--- src/rtl/rsa_pkg.sv ---
// Shared types for the RSA key-setup sequencer: FSM states, error codes, defaults.
package rsa_pkg;

  typedef enum logic [2:0] {
    S_IDLE    = 3'd0,
    S_CHECK   = 3'd1,
    S_MUL_N   = 3'd2,
    S_MUL_PHI = 3'd3,
    S_CHECK_E = 3'd4,
    S_INV_REQ = 3'd5,
    S_FINISH  = 3'd6
  } state_t;

  typedef enum logic [2:0] {
    ERR_NONE  = 3'd0,
    ERR_PQ    = 3'd1,
    ERR_E     = 3'd2,
    ERR_NOINV = 3'd3,
    ERR_TMO   = 3'd4
  } err_t;

  localparam int TIMEOUT_DEF = 4096;

endpackage

--- src/rtl/shift_add_mul.sv ---
// Iterative shift-and-add multiplier: the first partial product is formed on the
// load edge, so mul_done is visible at the W-th edge after mul_start is sampled.
module shift_add_mul #(
  parameter int W = 64
) (
  input  logic           clk,
  input  logic           rst_n,
  input  logic           mul_start,
  input  logic [W-1:0]   a,
  input  logic [W-1:0]   b,
  output logic           mul_done,
  output logic [2*W-1:0] prod
);

  localparam int CW = $clog2(W + 1);

  logic [2*W-1:0] acc_q, acc_d;
  logic [2*W-1:0] a_sh_q, a_sh_d;
  logic [W-1:0]   b_sh_q, b_sh_d;
  logic [CW-1:0]  cnt_q, cnt_d;
  logic           run_q, run_d;
  logic           done_q, done_d;

  always_comb begin
    acc_d  = acc_q;
    a_sh_d = a_sh_q;
    b_sh_d = b_sh_q;
    cnt_d  = cnt_q;
    run_d  = run_q;
    done_d = 1'b0;
    if (mul_start) begin
      acc_d  = b[0] ? {{W{1'b0}}, a} : '0;
      a_sh_d = {{W{1'b0}}, a} << 1;
      b_sh_d = b >> 1;
      cnt_d  = CW'(W - 1);
      run_d  = 1'b1;
    end else if (run_q) begin
      if (b_sh_q[0]) acc_d = acc_q + a_sh_q;
      a_sh_d = a_sh_q << 1;
      b_sh_d = b_sh_q >> 1;
      cnt_d  = cnt_q - CW'(1);
      // Last remaining partial product: the sum is final after this edge.
      if (cnt_q == CW'(1)) begin
        run_d  = 1'b0;
        done_d = 1'b1;
      end
    end
  end

  always_ff @(posedge clk or negedge rst_n) begin
    if (!rst_n) begin
      acc_q  <= '0;
      a_sh_q <= '0;
      b_sh_q <= '0;
      cnt_q  <= '0;
      run_q  <= 1'b0;
      done_q <= 1'b0;
    end else begin
      acc_q  <= acc_d;
      a_sh_q <= a_sh_d;
      b_sh_q <= b_sh_d;
      cnt_q  <= cnt_d;
      run_q  <= run_d;
      done_q <= done_d;
    end
  end

  assign mul_done = done_q;
  assign prod     = acc_q;

endmodule

--- src/rtl/rsa_key_seq.sv ---
// RSA key-setup sequencer: validates p/q/e, forms n and phi on one shared
// multiplier, then obtains d = e^-1 mod phi from an external inverse engine.
module rsa_key_seq
  import rsa_pkg::*;
#(
  parameter int P_W     = 64,
  parameter int N_W     = 2 * P_W,
  parameter int E_W     = 9,
  parameter int TIMEOUT = TIMEOUT_DEF
) (
  input  logic           clk,
  input  logic           rst_n,
  input  logic           start,
  input  logic [P_W-1:0] p,
  input  logic [P_W-1:0] q,
  input  logic [E_W-1:0] e,
  output logic           busy,
  output logic           inv_req,
  output logic [E_W-1:0] inv_e,
  output logic [N_W-1:0] inv_phi,
  input  logic           inv_ack,
  input  logic [N_W-1:0] inv_d,
  input  logic           inv_err,
  output logic [N_W-1:0] n,
  output logic [N_W-1:0] d,
  output logic           done,
  output logic [2:0]     err_code,
  output state_t         dbg_state
);

  localparam int TMO_W = $clog2(TIMEOUT + 1);

  // Inverse handshake: inv_req is high for the whole INV_REQ state with
  // inv_e/inv_phi constant; the engine answers by raising inv_ack for one
  // cycle with inv_d/inv_err valid in that same cycle, and inv_req falls on
  // the following cycle. No ack within TIMEOUT cycles withdraws the request.

  state_t         state_q, state_d;
  logic [P_W-1:0] p_q, p_d, q_q, q_d;
  logic [E_W-1:0] e_q, e_d;
  logic [N_W-1:0] n_q, n_d, phi_q, phi_d, d_q, d_d;
  logic [E_W-1:0] inv_e_q, inv_e_d;
  logic [N_W-1:0] inv_phi_q, inv_phi_d;
  err_t           err_q, err_d;
  logic           mul_start_q, mul_start_d;
  logic [TMO_W-1:0] tmo_q, tmo_d;

  logic             pq_bad, e_bad;
  logic [P_W-1:0]   mul_a, mul_b;
  logic             mul_done;
  logic [2*P_W-1:0] mul_prod;

  // The multiplier operands follow the state, so MUL_PHI sees (p-1)*(q-1).
  always_comb begin
    mul_a = p_q;
    mul_b = q_q;
    if (state_q == S_MUL_PHI) begin
      mul_a = p_q - P_W'(1);
      mul_b = q_q - P_W'(1);
    end
  end

  shift_add_mul #(.W(P_W)) u_mul (
    .clk       (clk),
    .rst_n     (rst_n),
    .mul_start (mul_start_q),
    .a         (mul_a),
    .b         (mul_b),
    .mul_done  (mul_done),
    .prod      (mul_prod)
  );

  always_comb begin
    state_d     = state_q;
    p_d         = p_q;
    q_d         = q_q;
    e_d         = e_q;
    n_d         = n_q;
    phi_d       = phi_q;
    d_d         = d_q;
    inv_e_d     = inv_e_q;
    inv_phi_d   = inv_phi_q;
    err_d       = err_q;
    mul_start_d = 1'b0;
    tmo_d       = tmo_q;
    pq_bad = !p_q[0] || !q_q[0] || (p_q < P_W'(3)) || (q_q < P_W'(3)) || (p_q == q_q);
    e_bad  = !e_q[0] || (e_q < E_W'(3));
    case (state_q)
      S_IDLE: begin
        if (start) begin
          p_d     = p;
          q_d     = q;
          e_d     = e;
          n_d     = '0;
          d_d     = '0;
          err_d   = ERR_NONE;
          state_d = S_CHECK;
        end
      end
      S_CHECK: begin
        if (pq_bad) begin
          err_d   = ERR_PQ;
          state_d = S_FINISH;
        end else if (e_bad) begin
          err_d   = ERR_E;
          state_d = S_FINISH;
        end else begin
          mul_start_d = 1'b1;
          state_d     = S_MUL_N;
        end
      end
      S_MUL_N: begin
        if (mul_done) begin
          n_d         = N_W'(mul_prod);
          mul_start_d = 1'b1;
          state_d     = S_MUL_PHI;
        end
      end
      S_MUL_PHI: begin
        if (mul_done) begin
          phi_d   = N_W'(mul_prod);
          state_d = S_CHECK_E;
        end
      end
      S_CHECK_E: begin
        if (N_W'(e_q) >= phi_q) begin
          err_d   = ERR_E;
          state_d = S_FINISH;
        end else begin
          inv_e_d   = e_q;
          inv_phi_d = phi_q;
          tmo_d     = '0;
          state_d   = S_INV_REQ;
        end
      end
      S_INV_REQ: begin
        // An ack arriving in the final timeout cycle still counts.
        if (inv_ack) begin
          if (inv_err) begin
            err_d = ERR_NOINV;
            d_d   = '0;
          end else begin
            d_d = inv_d;
          end
          state_d = S_FINISH;
        end else if (tmo_q == TMO_W'(TIMEOUT - 1)) begin
          err_d   = ERR_TMO;
          d_d     = '0;
          state_d = S_FINISH;
        end else begin
          tmo_d = tmo_q + TMO_W'(1);
        end
      end
      S_FINISH: state_d = S_IDLE;
      default:  state_d = S_IDLE;
    endcase
  end

  always_ff @(posedge clk or negedge rst_n) begin
    if (!rst_n) begin
      state_q     <= S_IDLE;
      p_q         <= '0;
      q_q         <= '0;
      e_q         <= '0;
      n_q         <= '0;
      phi_q       <= '0;
      d_q         <= '0;
      inv_e_q     <= '0;
      inv_phi_q   <= '0;
      err_q       <= ERR_NONE;
      mul_start_q <= 1'b0;
      tmo_q       <= '0;
    end else begin
      state_q     <= state_d;
      p_q         <= p_d;
      q_q         <= q_d;
      e_q         <= e_d;
      n_q         <= n_d;
      phi_q       <= phi_d;
      d_q         <= d_d;
      inv_e_q     <= inv_e_d;
      inv_phi_q   <= inv_phi_d;
      err_q       <= err_d;
      mul_start_q <= mul_start_d;
      tmo_q       <= tmo_d;
    end
  end

  assign busy      = (state_q != S_IDLE) && (state_q != S_FINISH);
  assign inv_req   = (state_q == S_INV_REQ);
  assign done      = (state_q == S_FINISH);
  assign inv_e     = inv_e_q;
  assign inv_phi   = inv_phi_q;
  assign n         = n_q;
  assign d         = d_q;
  assign err_code  = err_q;
  assign dbg_state = state_q;

endmodule

--- config.mk ---
export PLATFORM = sky130hd
export DESIGN_NAME = rsa_key_seq
export DESIGN_NICKNAME = d
export VERILOG_FILES = /design/src/rtl/rsa_pkg.sv /design/src/rtl/shift_add_mul.sv /design/src/rtl/rsa_key_seq.sv
export SDC_FILE = /design/constraint.sdc
export NUM_CORES = 2
export LEC_CHECK = 0
export ABC_AREA = 1
export ABC_CLOCK_PERIOD_IN_PS = 4950
export BUFFER_PORTS_ARGS = -buffer_cell sky130_fd_sc_hd__buf_4
export CAP_MARGIN = 40
export CORE_UTILIZATION = 40
export CTS_BUF_LIST = sky130_fd_sc_hd__clkbuf_4
export DETAILED_ROUTE_END_ITERATION = 8
export PLACE_DENSITY = 0.64
export SLEW_MARGIN = 20
export SYNTH_ARGS = -nofsm -noshare
export SYNTH_HDL_FRONTEND = slang
export SYNTH_SLANG_ARGS = --single-unit
--- constraint.sdc ---
create_clock -name clk -period 4.95 [get_ports clk]
set_clock_uncertainty 0.2 [all_clocks]
set_input_delay 0 -clock clk [delete_from_list [all_inputs] [get_ports clk]]
set_output_delay 0 -clock clk [all_outputs]
set_load 0.05 [all_outputs]
### Word-level counts from Yosys, hierarchy flattened

Index checks and enable logic that the tools add are counted.

* input bits: 270
* bits in registers: 1007
* logic and storage cells: 124
* output and inout port bits: 402

* equality and inequality tests: 20
* reductions and logical operators: 26
* order comparisons: 4
* mux-type cells: 50
* $add $sub $neg: 5
* bitwise gates (word level): 1

Operators with widths (count)
* 128-bit 2-to-1 mux: 10
* 128-bit one-hot mux with 2 select lines: 2
* 64-bit 2-to-1 mux: 5
* 128-bit adder: 1
* 9-bit by 128-bit >= comparator with 1-bit output: 1
* 64-bit by 2-bit < comparator with 1-bit output, second input constant: 2
* 64-bit by 1-bit subtractor with 64-bit output, second input constant: 2
* 64-bit == test: 1
* 3-bit 2-to-1 mux: 14
* 13-bit 2-to-1 mux: 3
* 13-bit one-hot mux with 2 select lines: 1
* 3-bit one-hot mux with 6 select lines: 1
* 7-bit 2-to-1 mux: 2
* 13-bit by 1-bit adder with 13-bit output, second input constant: 1
* 13-bit by 12-bit == test with 1-bit output, second input constant: 1
* 3-bit one-hot mux with 4 select lines: 1
* 2-bit inequality test, second input constant: 5
* 2-bit nonzero test: 5
* 3-bit == test, second input constant: 3
* 9-bit by 2-bit < comparator with 1-bit output, second input constant: 1
* 1-bit 2-to-1 mux: 9
* 2-bit AND reduction: 4
* 4-bit AND reduction: 2
* 7-bit by 1-bit == test with 1-bit output, second input constant: 1
* 18 further kinds: 28

### Longest topological paths before layout

* depth in word-level cells: 7
* mapped depth: 17
* mapped depth without buffers: 17

### Modules after synthesis

A second synthesis with hierarchy kept.

* cells, all modules: 8597
* area, all modules: 59183.0 um^2

By module, submodules not included
* rsa_key_seq: sequential area each 16966.3 um^2, cells an instance 3891, times used 1, area an instance 31446.4 um^2
* shift_add_mul: sequential area each 8182.8 um^2, cells an instance 4706, times used 1, area an instance 27736.6 um^2

### Worst setup path before layout

Ideal clock, no wire load.

* path type: register to output
* from: register state_q[2] (netlist: dbg_state[2])
* to: output busy
* arrival: 2.559 ns
* data required time: 4.750 ns
* cell stages (with the launch flop): 4
* setup slack: 2.191 ns
* path buffers: 0
* cells stage by stage: dfrtp_1 inv_2 nor3_1 nor2_1

* word-level cells in the longest chain between the ends: 2
* elaborated cells between the ends (all ways): 3
* classes of those cells: 1 x eq/ne; 2 x reduce/logical

RTL lines
* from (decl): line rsa_key_seq.sv:38 `state_t state_q, state_d;`
* from (signal assigned): line rsa_key_seq.sv:174 `state_q <= state_d;`
* 3-bit inequality test / 3-bit nonzero test (equally long branches): line rsa_key_seq.sv:189 `assign busy = (state_q != S_IDLE) && (state_q != S_FINISH);`
* 1-bit logical AND (*): line rsa_key_seq.sv:189
* to (decl): line rsa_key_seq.sv:17 `output logic busy,`

Every way passes the cells marked *; elsewhere a longest branch is shown, timed or not.

### Final worst setup path

* from: register state_q[0] (netlist: dbg_state[0])
* to: register d_q[40] (netlist: d[40])

* word-level cells in the longest chain between the ends: 3
* elaborated cells between the ends (all ways): 7
* classes of those cells: 3 x eq/ne; 1 x mux; 3 x reduce/logical

RTL lines
* 3-bit == test / 3-bit zero test (equally long branches): line rsa_key_seq.sv:88 `case (state_q)`
* 3-bit by 1-bit inequality test with 1-bit output (no line) (tied with other cells)
* 3-bit AND reduction (no line)
* to (signal assigned): line rsa_key_seq.sv:167 `d_q <= '0;`
* to (signal assigned): line rsa_key_seq.sv:180 `d_q <= d_d;`
* to (decl): line rsa_key_seq.sv:41 `logic [N_W-1:0] n_q, n_d, phi_q, phi_d, d_q, d_d;`

Parallel ways exist; a longest one is shown, timed or not.
A chain may end at the register's enable or synchronous reset.

==> out/summary.md <==
- **run status** finished, final reports clean
- **number of buffers inserted during clock tree synthesis** 300
- **x dimension of the die** 387 um
- **commonest cells after routing, fill and taps aside** nand2_1, inv_1, dlygate4sd3_1
- **antenna violations before repair** 23
- **simple-gate share of the synthesized area** 30.8%
- **clock net sink count** 1005
- **first-pass GRT wire length** 431 mm
- **share of the clock period used by the worst path** 87.9%
- **final antenna-violating net count** 0
- **Clock Path Buffers** 4
- **estimated wirelength of the detail-placed design** 208 mm
- **global placement routability congestion** 1.03
- **gr usage total** 38.6%
- **instance count of the mapped netlist** 8737
- **Post-Syn Area per Cell** 6.79 um2
- **H-tree depth** 5
- **Post-Synth XOR/XNOR Area** 1.57%
- **residual overflow from global routing** 0
- **number of nets in the finished design** 11.0k
- **FP Rows** 140
- **Synthesis Warnings** 0
- **number of max-cap violations** 0
- **share of synthesized flip-flops with an asynchronous set or reset** 100%
- **clock tree from TritonCTS** built
- **detail-routed net length per standard cell** 23.4 um
- **clock latency on the worst-skew pair** 1.33 ns
- **CP Max Fanout** 30
- **Clock transition at path regs** 0.12 ns
- **pin count of the biggest net entering global routing** 173
- **mux contribution to synthesized area** 0.342%
- **fraction of the core area covered by cells at the end of the flow** 55.1%
- **Crit Path Category** reg2reg
- **total iterations of the first detailed-routing run** 8
- **Filler Cells Inserted** 13.7k
- **RSZ-0062 raised after global routing** no
- **synthesized netlist net count** 9151
- **worst hold stages** 5
- **Adder-Cell Fraction of Synth Area** 3.05%
- **drt first-iter violations** 6876
- **count of pins over their slew limit** 0
- **compound-cell area share of the yosys netlist** 10.0%
- **Period minus WS final** 4.35 ns
- **CORE AREA** 0.146 mm2
- **Worst Reg2Reg Path Length in Cells** 11
- **power density over the cells** 224 mW/mm2
- **most common cell after layout, fill and taps aside** nand2_1
- **die span in y** 387 um
- **via count** 67.4k
- **number of storage elements in the synthesis netlist** 1005
- **highest cell delay on the worst timing path** 0.87 ns
- **detailed-route wire length** 297 mm
- **Vias per Instance** 5.31
- **Max stage delay cell, worst path** dlygate4sd3_1
- **die outline area** 0.150 mm2
- **Critical Path AT** 5.36 ns
- **fraction of final layout cells with drive strength greater than 1** 12.1%
- **type of the most critical hold path** in2reg
- **root cell of the clock tree** clkbuf_4
- **count of input and output buffers** 671
- **number of design rule violations left after detail routing** 0
- **distinct cell type count of the synthesized netlist** 54
- **Layout Area Growth over Synthesis** 36.0%
- **actual slew at the worst max-slew pin** 1.05 ns
- **starting utilization of the core area** 40.5%
- **main combinational cell family by area after synthesis** simple AND/OR/NAND/NOR gates
- **Final Hold Viols** 0
- **final setup TNS** 0 ns
- **final setup fails** 0
- **headroom to the max-slew limit** 29.9%
- **required time reported for the critical path endpoint** 5.96 ns
- **static power due to leakage** 0.0415 uW
- **number of synthesized flops with an enable pin** 0
- **portion of the post-synthesis area used by sequential elements** 42.4%
- **vias in the first global route** 66.2k
- **sequence of cells on the critical path** nand2_1 -> nor2_4 -> inv_2 -> nor2_1 -> inv_2 -> nor2_4 -> buf_4 -> nand2_1 -> dlygate4sd3_1 -> o21ai_1 -> dlygate4sd3_1
- **number of placed I/O pins** 672
- **R2R setup slack** 0.60 ns
- **cell area after technology mapping** 0.0593 mm2
- **startpoint type of the worst setup path** register
- **Crit. End Element** register
- **commonest register cell after synthesis** dfrtp_1
- **VDD IR max** 0.000207 V
- **maximum operating frequency** 230 MHz
-- stage by stage --
stage	setup WS [ns]	power [uW]	std cells	area, um2	hold WS [ns]
floorplan	2.19	8980	8737	59300	-0.496
global placement	1.22	9560	11100	66500	-0.0621
CTS	1.04	17900	12700	80500	0.0338
global route	0.556	18700	12700	80700	0.102
finish	0.601	18100	12700	80700	0.155
detailed placement	1.18	9570	11100	66500	-0.0548
-- state kept, by name, indices dropped and copies added, names as in the netlist --
name            count
inv_phi           128
inv_e               9
u_mul.run_q         1
phi_q             128
u_mul.prod        128
err_code            3
u_mul.b_sh_q       63
dbg_state           3
u_mul.a_sh_q      127
e_q                 9
n                 128
p_q                64
tmo_q              13
q_q                64
u_mul.mul_done      1
mul_start_q         1
u_mul.cnt_q         7
d                 128
-- cells in the mapped netlist, types with 14 or more instances --
cell	instances	area, um2
a21oi_1	292	1460
buf_1	40	150
buf_2	68	340
buf_4	18	135
clkbuf_1	147	552
dfrtp_1	1005	25100
ha_1	143	1790
inv_1	1516	5690
inv_2	30	113
mux2_2	18	203
nand2_1	2874	10800
nand3_1	516	2580
nand3b_1	14	105
nand4_1	105	657
nor2_1	859	3220
nor3_1	77	385
o211ai_1	18	135
o21ai_0	539	2700
o21ai_1	187	936
o221ai_1	33	289
or2_2	18	113
xnor2_1	22	193
xor2_1	84	736
-- area by class of cell --
| type | instances | area [um2] | share of cell area [%] |
|---|---|---|---|
| Timing Repair Buffer | 1796 | 16500 | 20.4 |
| Tap cell | 1917 | 2400 | 2.97 |
| Antenna cell | 24 | 60.1 | 0.0745 |
| Clock inverter | 57 | 305 | 0.379 |
| Inverter | 1546 | 5810 | 7.20 |
| Multi-Input combinational cell | 5912 | 27300 | 33.8 |
| Sequential cell | 1005 | 25200 | 31.2 |
| Clock buffer | 424 | 3180 | 3.95 |
-- worst max-delay path, delay by kind of cell (launching register included) --
| kind | cells | cell delay, ns |
|---|---|---|
| compound gates | 1 | 0.09 |
| buf+inv | 5 | 2.14 |
| flops | 1 | 0.57 |
| simple gates | 5 | 1.27 |
-- layer usage --
metal | track usage, % | routed length (um)
met1 | 50.2 | 122000
met2 | 60.6 | 132000
met3 | 7.24 | 25100
met4 | 20.8 | 18000
met5 | 0 | 18
-- path summary, 6_finish.rpt --
check | end | startpoint
setup / recovery | d[40] | dbg_state[0]
hold / removal | e_q[8] | e[8]
setup reg to reg | d[40] | dbg_state[0]
hold reg to reg | u_mul.b_sh_q[56] | u_mul.b_sh_q[56]
max in group asynchronous | p_q[19] | rst_n
min in group asynchronous | n[77] | rst_n
-- power by group --
part	switching (uW)	total, uW	internal, uW
logic	811	1550	743
registers	172	8490	8320
clock network	3950	8010	4060
total	4930	18100	13100
-- logic make-up (layout without fill, tap and decap cells) --
| logic type | after synthesis | in the layout |
|---|---|---|
| xor+xnor | 106 | 106 |
| other cells | 0 | 24 |
| flops | 1005 | 1005 |
| simple gates | 4518 | 4518 |
| fa+ha+maj | 144 | 144 |
| compound gates | 1126 | 1126 |
| buf+inv | 1820 | 3823 |
| mux | 18 | 18 |
-- timing repair --
action	CTS	global route
hold buffers	1050	0
setup endpoints to repair	0	0
endpoints found under the hold margin	1417	0
gates resized for setup	0	0
setup buffers	0	0
No activity file was read; power rests on OpenSTA's default activity.
